$ cat src/rtl/memory_be.sv
// memory_be: parametrised single-port synchronous RAM with per-byte write
// enables, a registered read port and a hardware clear sequencer that zeroes
// the array after reset release or on a clr request.
module memory_be #(
  parameter  int DATA_WIDTH = 32,
  parameter  int ADDR_WIDTH = 5,
  localparam int NB         = DATA_WIDTH / 8
) (
  input  logic                  clk,
  input  logic                  reset_n,
  input  logic                  cen,
  input  logic                  wen,
  input  logic [NB-1:0]         be,
  input  logic [ADDR_WIDTH-1:0] addr,
  input  logic [DATA_WIDTH-1:0] din,
  input  logic                  clr,
  output logic [DATA_WIDTH-1:0] dout,
  output logic                  busy
);

  localparam int DEPTH = 2 ** ADDR_WIDTH;
  localparam logic [ADDR_WIDTH-1:0] LAST_ADDR = ADDR_WIDTH'(DEPTH - 1);

  typedef enum logic {
    ST_CLEAR,
    ST_IDLE
  } state_t;

  state_t                  state_q;
  logic [ADDR_WIDTH-1:0]   clr_addr_q;
  logic [DATA_WIDTH-1:0]   dout_q;

  logic [DATA_WIDTH-1:0]   mem [DEPTH];

  logic [NB-1:0]           mem_we;
  logic [ADDR_WIDTH-1:0]   mem_waddr;
  logic [DATA_WIDTH-1:0]   mem_wdata;

  // Select the single write port owner: the clear sequencer or the user.
  always_comb begin
    // NOTE: every signal gets a default first so no path leaves it unassigned,
    // which would otherwise infer a latch.
    mem_we    = '0;
    mem_waddr = clr_addr_q;
    mem_wdata = '0;
    if (state_q == ST_CLEAR) begin
      mem_we = '1;
    end else if (!clr && cen && wen) begin
      mem_we    = be;
      mem_waddr = addr;
      mem_wdata = din;
    end
    // Reset alone must never modify the array, even with the clock running.
    if (!reset_n) begin
      mem_we = '0;
    end
  end

  // Storage array with byte-lane write enables.
  // NOTE: the array has no reset; it is zeroed by the clear sequencer instead,
  // which keeps it mappable onto RAM macros.
  always_ff @(posedge clk) begin
    for (int k = 0; k < NB; k++) begin
      if (mem_we[k]) begin
        mem[mem_waddr][8*k +: 8] <= mem_wdata[8*k +: 8];
      end
    end
  end

  // Clear sequencer state, clear address counter and registered read data.
  always_ff @(posedge clk or negedge reset_n) begin
    if (!reset_n) begin
      // NOTE: sequential state is updated with non-blocking assignments only,
      // so every register samples pre-edge values regardless of block order.
      state_q    <= ST_CLEAR;
      clr_addr_q <= '0;
      dout_q     <= '0;
    end else begin
      case (state_q)
        ST_CLEAR: begin
          dout_q     <= '0;
          clr_addr_q <= clr_addr_q + 1'b1;
          if (clr_addr_q == LAST_ADDR) begin
            state_q <= ST_IDLE;
          end
        end
        default: begin
          if (clr) begin
            state_q    <= ST_CLEAR;
            clr_addr_q <= '0;
            dout_q     <= '0;
          end else if (cen && !wen) begin
            dout_q <= mem[addr];
          end else begin
            dout_q <= '0;
          end
        end
      endcase
    end
  end

  assign dout = dout_q;
  assign busy = (state_q == ST_CLEAR);

endmodule

$ cat config.mk
export PLATFORM = sky130hd
export DESIGN_NAME = memory_be
export DESIGN_NICKNAME = d
export VERILOG_FILES = /design/src/rtl/memory_be.sv
export SDC_FILE = /design/constraint.sdc
export NUM_CORES = 1
export LEC_CHECK = 0
export CAP_MARGIN = 10
export CORE_MARGIN = 5
export CORE_UTILIZATION = 56
export DETAILED_ROUTE_END_ITERATION = 12
export MAX_ROUTING_LAYER = met4
export PLACE_DENSITY_LB_ADDON = 0.1
export SYNTH_ARGS = -nofsm -noshare
export SYNTH_HDL_FRONTEND = slang
export SYNTH_SLANG_ARGS = --single-unit
$ cat constraint.sdc
create_clock -name clk -period 2.6 [get_ports clk]
set_input_delay 0.39 -clock clk [delete_from_list [all_inputs] [get_ports clk]]
set_output_delay 0.39 -clock clk [all_outputs]
set_load 0.01 [all_outputs]
==> results of run 1 <==
-- synth_stat cells (all sizes together) (2+ instances only) --
cell / number
dfrtp: 38
mux2: 3
nand3b: 2
nand2: 22
inv: 6
o2111ai: 7
a221oi: 25
a221o: 32
a22oi: 32
mux2i: 133
and2: 33
nor2: 5
edfxtp: 1024
a31oi: 32
nand2b: 2
ha: 2
buf: 72
o21ai: 31
mux4: 224
nor3: 128
clkbuf: 66
nand3: 9
nor2b: 3
-- kinds of logic after synthesis --
kind of cell             after synthesis  synth area share [%]
AO/OA/AOI/OAI                        163                  2.97
XOR/XNOR                               2                0.0424
adder cells (fa/ha/maj)                2                0.0605
buffers and inverters                144                  1.88
flip-flops                          1062                  76.7
multiplexers                         360                  15.6
AND/OR/NAND/NOR                      208                  2.75
-- final cells by class --
type | instances | area share, %
clock inverters | 64 | 1.41
flip-flops and latches | 1062 | 64.9
multi-input cells | 735 | 18.2
well taps | 959 | 2.46
inverters | 6 | 0.0512
repair buffers | 377 | 7.27
clock buffers | 126 | 5.73
-- per-layer routing --
metal,GRT usage [%],vias to the layer above
li1,-,8879
met1,36.6,10800
met2,39.5,898
met3,4.49,137
met4,6.25,0
met5,-,-
-- critical path, cell delays in order (launching register included) --
cell     delay [ps]
dfrtp_1         350
and4b_2         280
buf_12          160
mux2i_4         310
nand3_2         140
buf_4           210
nor3_1          410
buf_4           270
-- worst max-delay path by stage --
stage | startpoint | to | slack, ps | cells after the start
after floorplan | clr | mem[18][16] | 50 | 7
after global placement | clr | mem[12][3] | -330 | 8
after detailed placement | cen | mem[12][15] | -330 | 8
after CTS | state_q | mem[12][13] | 180 | 7
after global routing | state_q | mem[12][1] | 90 | 7
final | state_q | mem[4][9] | 170 | 7
-- where the power goes --
| group | switching (W) | internal (W) |
|---|---|---|
| clock | 0.00618 | 0.00902 |
| sequential | 0.000197 | 0.0194 |
| combinational | 0.00281 | 0.00167 |
-- repair_timing --
action | in CTS | in global routing
endpoints found under the setup margin | 0 | 8
setup buffers | 0 | 0
hold buffers | 1 | 0
hold endpoints to repair | 38 | 0
gates resized for setup | 0 | 1
-- sequential cells by signal (all words and copies together), names as in the netlist --
name and count:
state_q 1, mem 1024, clr_addr_q 5, dout 32
-- through the flow --
step	std cells	instance area, sq um	hold slack, ps	util [%]
after global routing	3329	48800	265	66.8
after floorplan	1941	41300	94.4	-
after global placement	3138	45300	543	62.0
after CTS	3329	48800	231	66.8
after detailed placement	3138	45300	561	62.0
final	3329	48800	292	66.8
==> flow_results.xml, run 1 <==
<?xml version="1.0" encoding="UTF-8"?>
<metrics>
  <group name="outcome">
    <metric name="status" unit="">finished clean</metric>
  </group>
  <group name="timing">
    <metric name="worst_clock_skew" unit="ps">27.2</metric>
    <metric name="maxClockFrequency" unit="GHz">0.411</metric>
    <metric name="maxSlewViolCount" unit="">0</metric>
    <metric name="final_min_period" unit="ps">2430</metric>
    <metric name="grt_setup_unrepaired" unit="">no</metric>
    <metric name="setup_slack" unit="ps">166</metric>
    <metric name="max_slew_margin" unit="%">50.4</metric>
    <metric name="final_number_of_hold_violating_endpoints" unit="">0</metric>
    <metric name="finalCritPeriodShare" unit="%">93.6</metric>
    <metric name="worst-slew-pin-transition" unit="ps">741</metric>
    <metric name="setup_tns" unit="ps">0</metric>
    <metric name="setup_violations" unit="">0</metric>
  </group>
  <group name="clock_tree">
    <metric name="insertion_delay" unit="ps">650</metric>
    <metric name="tritoncts_clock_tree" unit="">built</metric>
    <metric name="ctsRootBufferMaster" unit="">clkbuf_16</metric>
    <metric name="clk_pin_slew_worst_paths" unit="ps">60</metric>
    <metric name="clock_sinks" unit="">1062</metric>
    <metric name="ctsLongestPathBuffers" unit="">3</metric>
    <metric name="cts-htree-levels" unit="">3</metric>
    <metric name="cts-buffers-inserted" unit="">102</metric>
  </group>
  <group name="floorplan">
    <metric name="start_util" unit="%">56.6</metric>
    <metric name="top_level_ports" unit="">79</metric>
    <metric name="fp.dieArea" unit="sq mm">0.0793</metric>
    <metric name="fp-row-count" unit="">99</metric>
    <metric name="placeableCoreArea" unit="sq mm">0.0731</metric>
    <metric name="fp.dieW" unit="microns">282</metric>
    <metric name="die-height" unit="microns">282</metric>
  </group>
  <group name="logic_synthesis">
    <metric name="ys.flop_type" unit="">edfxtp_1</metric>
    <metric name="postSynthRegisterBits" unit="">1062</metric>
    <metric name="async_reset_ff_share" unit="%">3.58</metric>
    <metric name="post_synth_edffs" unit="">1024</metric>
    <metric name="synth.yosys.warnings" unit="">0</metric>
    <metric name="yosys.area.top_type_share" unit="%">74.4</metric>
    <metric name="synthDistinctLibCells" unit="">43</metric>
    <metric name="synthesis.area_per_instance" unit="sq um">21.3</metric>
    <metric name="synth_area_leaders" unit="">edfxtp_1 (74%), mux4_2 (12%), mux2i_1 (3.1%), dfrtp_1 (2.3%), nor3_1 (1.5%)</metric>
    <metric name="synthesis.instances" unit="">1941</metric>
    <metric name="dominant_cell_type_by_area_after_synthesis" unit="">edfxtp_1</metric>
    <metric name="synth_sequential_area_ratio" unit="%">76.7</metric>
    <metric name="area_of_the_mapped_netlist" unit="sq mm">0.0413</metric>
    <metric name="synth_nets" unit="">1989</metric>
  </group>
  <group name="critical_path">
    <metric name="cp-end-kind" unit="">register</metric>
    <metric name="arrival" unit="ps">2780</metric>
    <metric name="reg2reg_depth" unit="">7</metric>
    <metric name="rr_endpoint" unit="">mem[4][9]</metric>
    <metric name="critical_path_peak_fanout" unit="">10</metric>
    <metric name="critical_path.startpoint_type" unit="">register</metric>
    <metric name="r2r-start" unit="">state_q</metric>
    <metric name="ff2ff_setup_slack" unit="ps">170</metric>
    <metric name="category_of_the_critical_setup_timing_path" unit="">reg2reg</metric>
    <metric name="worst-endpoint-required" unit="ps">2950</metric>
  </group>
  <group name="routing">
    <metric name="post-route-drc-count" unit="">0</metric>
    <metric name="met3_wirelength" unit="microns">7670</metric>
    <metric name="met1Wirelength" unit="microns">39700</metric>
    <metric name="post_drt_wl_per_cell" unit="microns">28.9</metric>
    <metric name="avgViaCountPerCell" unit="">6.23</metric>
    <metric name="postRouteWirelength" unit="microns">96000</metric>
    <metric name="uppermost_routed_layer" unit="">met4</metric>
    <metric name="dr_total_vias" unit="">20700</metric>
    <metric name="met2_length" unit="microns">46800</metric>
    <metric name="detail_route.iter0.violations" unit="">2084</metric>
    <metric name="drt-pass1-iter-count" unit="">5</metric>
    <metric name="ant_nets" unit="">0</metric>
  </group>
  <group name="placed_design">
    <metric name="detailedPlace.worstSlack" unit="ps">-330</metric>
    <metric name="placement.io_buffers" unit="">78</metric>
    <metric name="place.gp.congestion" unit="">0.826</metric>
    <metric name="detailedPlacementHpwl" unit="microns">59700</metric>
  </group>
  <group name="min_path">
    <metric name="hp-start" unit="">addr[4]</metric>
    <metric name="timing.hold.worst_path_depth" unit="">3</metric>
    <metric name="holdPathEnd" unit="">dout[17]</metric>
    <metric name="worst_hold_path_type" unit="">in2reg</metric>
  </group>
  <group name="power_and_ir_drop">
    <metric name="design_power_total" unit="W">0.0393</metric>
    <metric name="powerDensity" unit="mW/mm^2">804</metric>
    <metric name="total_leakage_power" unit="nW">17.4</metric>
    <metric name="irDropWorstVdd" unit="mV">0.543</metric>
  </group>
  <group name="grt">
    <metric name="global_route.overflow_total" unit="">0</metric>
    <metric name="grt_first_pass_wirelength" unit="microns">144000</metric>
    <metric name="grt_antenna_before_repair" unit="">0</metric>
    <metric name="grt_start_max_net_pins" unit="">42</metric>
    <metric name="vias_in_the_first_global_route" unit="">21700</metric>
    <metric name="track_usage" unit="%">25.5</metric>
  </group>
  <group name="finish">
    <metric name="layout.nets" unit="">2332</metric>
    <metric name="layout.cells.most_common" unit="">edfxtp_1</metric>
    <metric name="area_growth" unit="%">18.2</metric>
    <metric name="multiInputGateArea" unit="sq mm">0.00888</metric>
    <metric name="seq_area" unit="sq mm">0.0317</metric>
    <metric name="fraction_of_final_layout_cells_sized_beyond_drive_strength_1" unit="%">30.1</metric>
    <metric name="n_antenna_cell" unit="">0</metric>
    <metric name="fillers" unit="">4751</metric>
    <metric name="mostFrequentLayoutCells" unit="">edfxtp_1 (1024), buf_4 (256), mux4_2 (224)</metric>
  </group>
  <group name="run">
    <metric name="max_cap_violations" unit="">0</metric>
  </group>
</metrics>
No activity file was read; power rests on OpenSTA's default activity.
==> inputs of run 2 (changes only) <==
--- a/config.mk
+++ b/config.mk
@@ -14,3 +14,4 @@
 export SYNTH_ARGS = -nofsm -noshare
 export SYNTH_HDL_FRONTEND = slang
 export SYNTH_SLANG_ARGS = --single-unit
+export TNS_END_PERCENT = 50
==> results of run 2 <==
The final DEF is identical to that of run 1; final timing and power are the same.
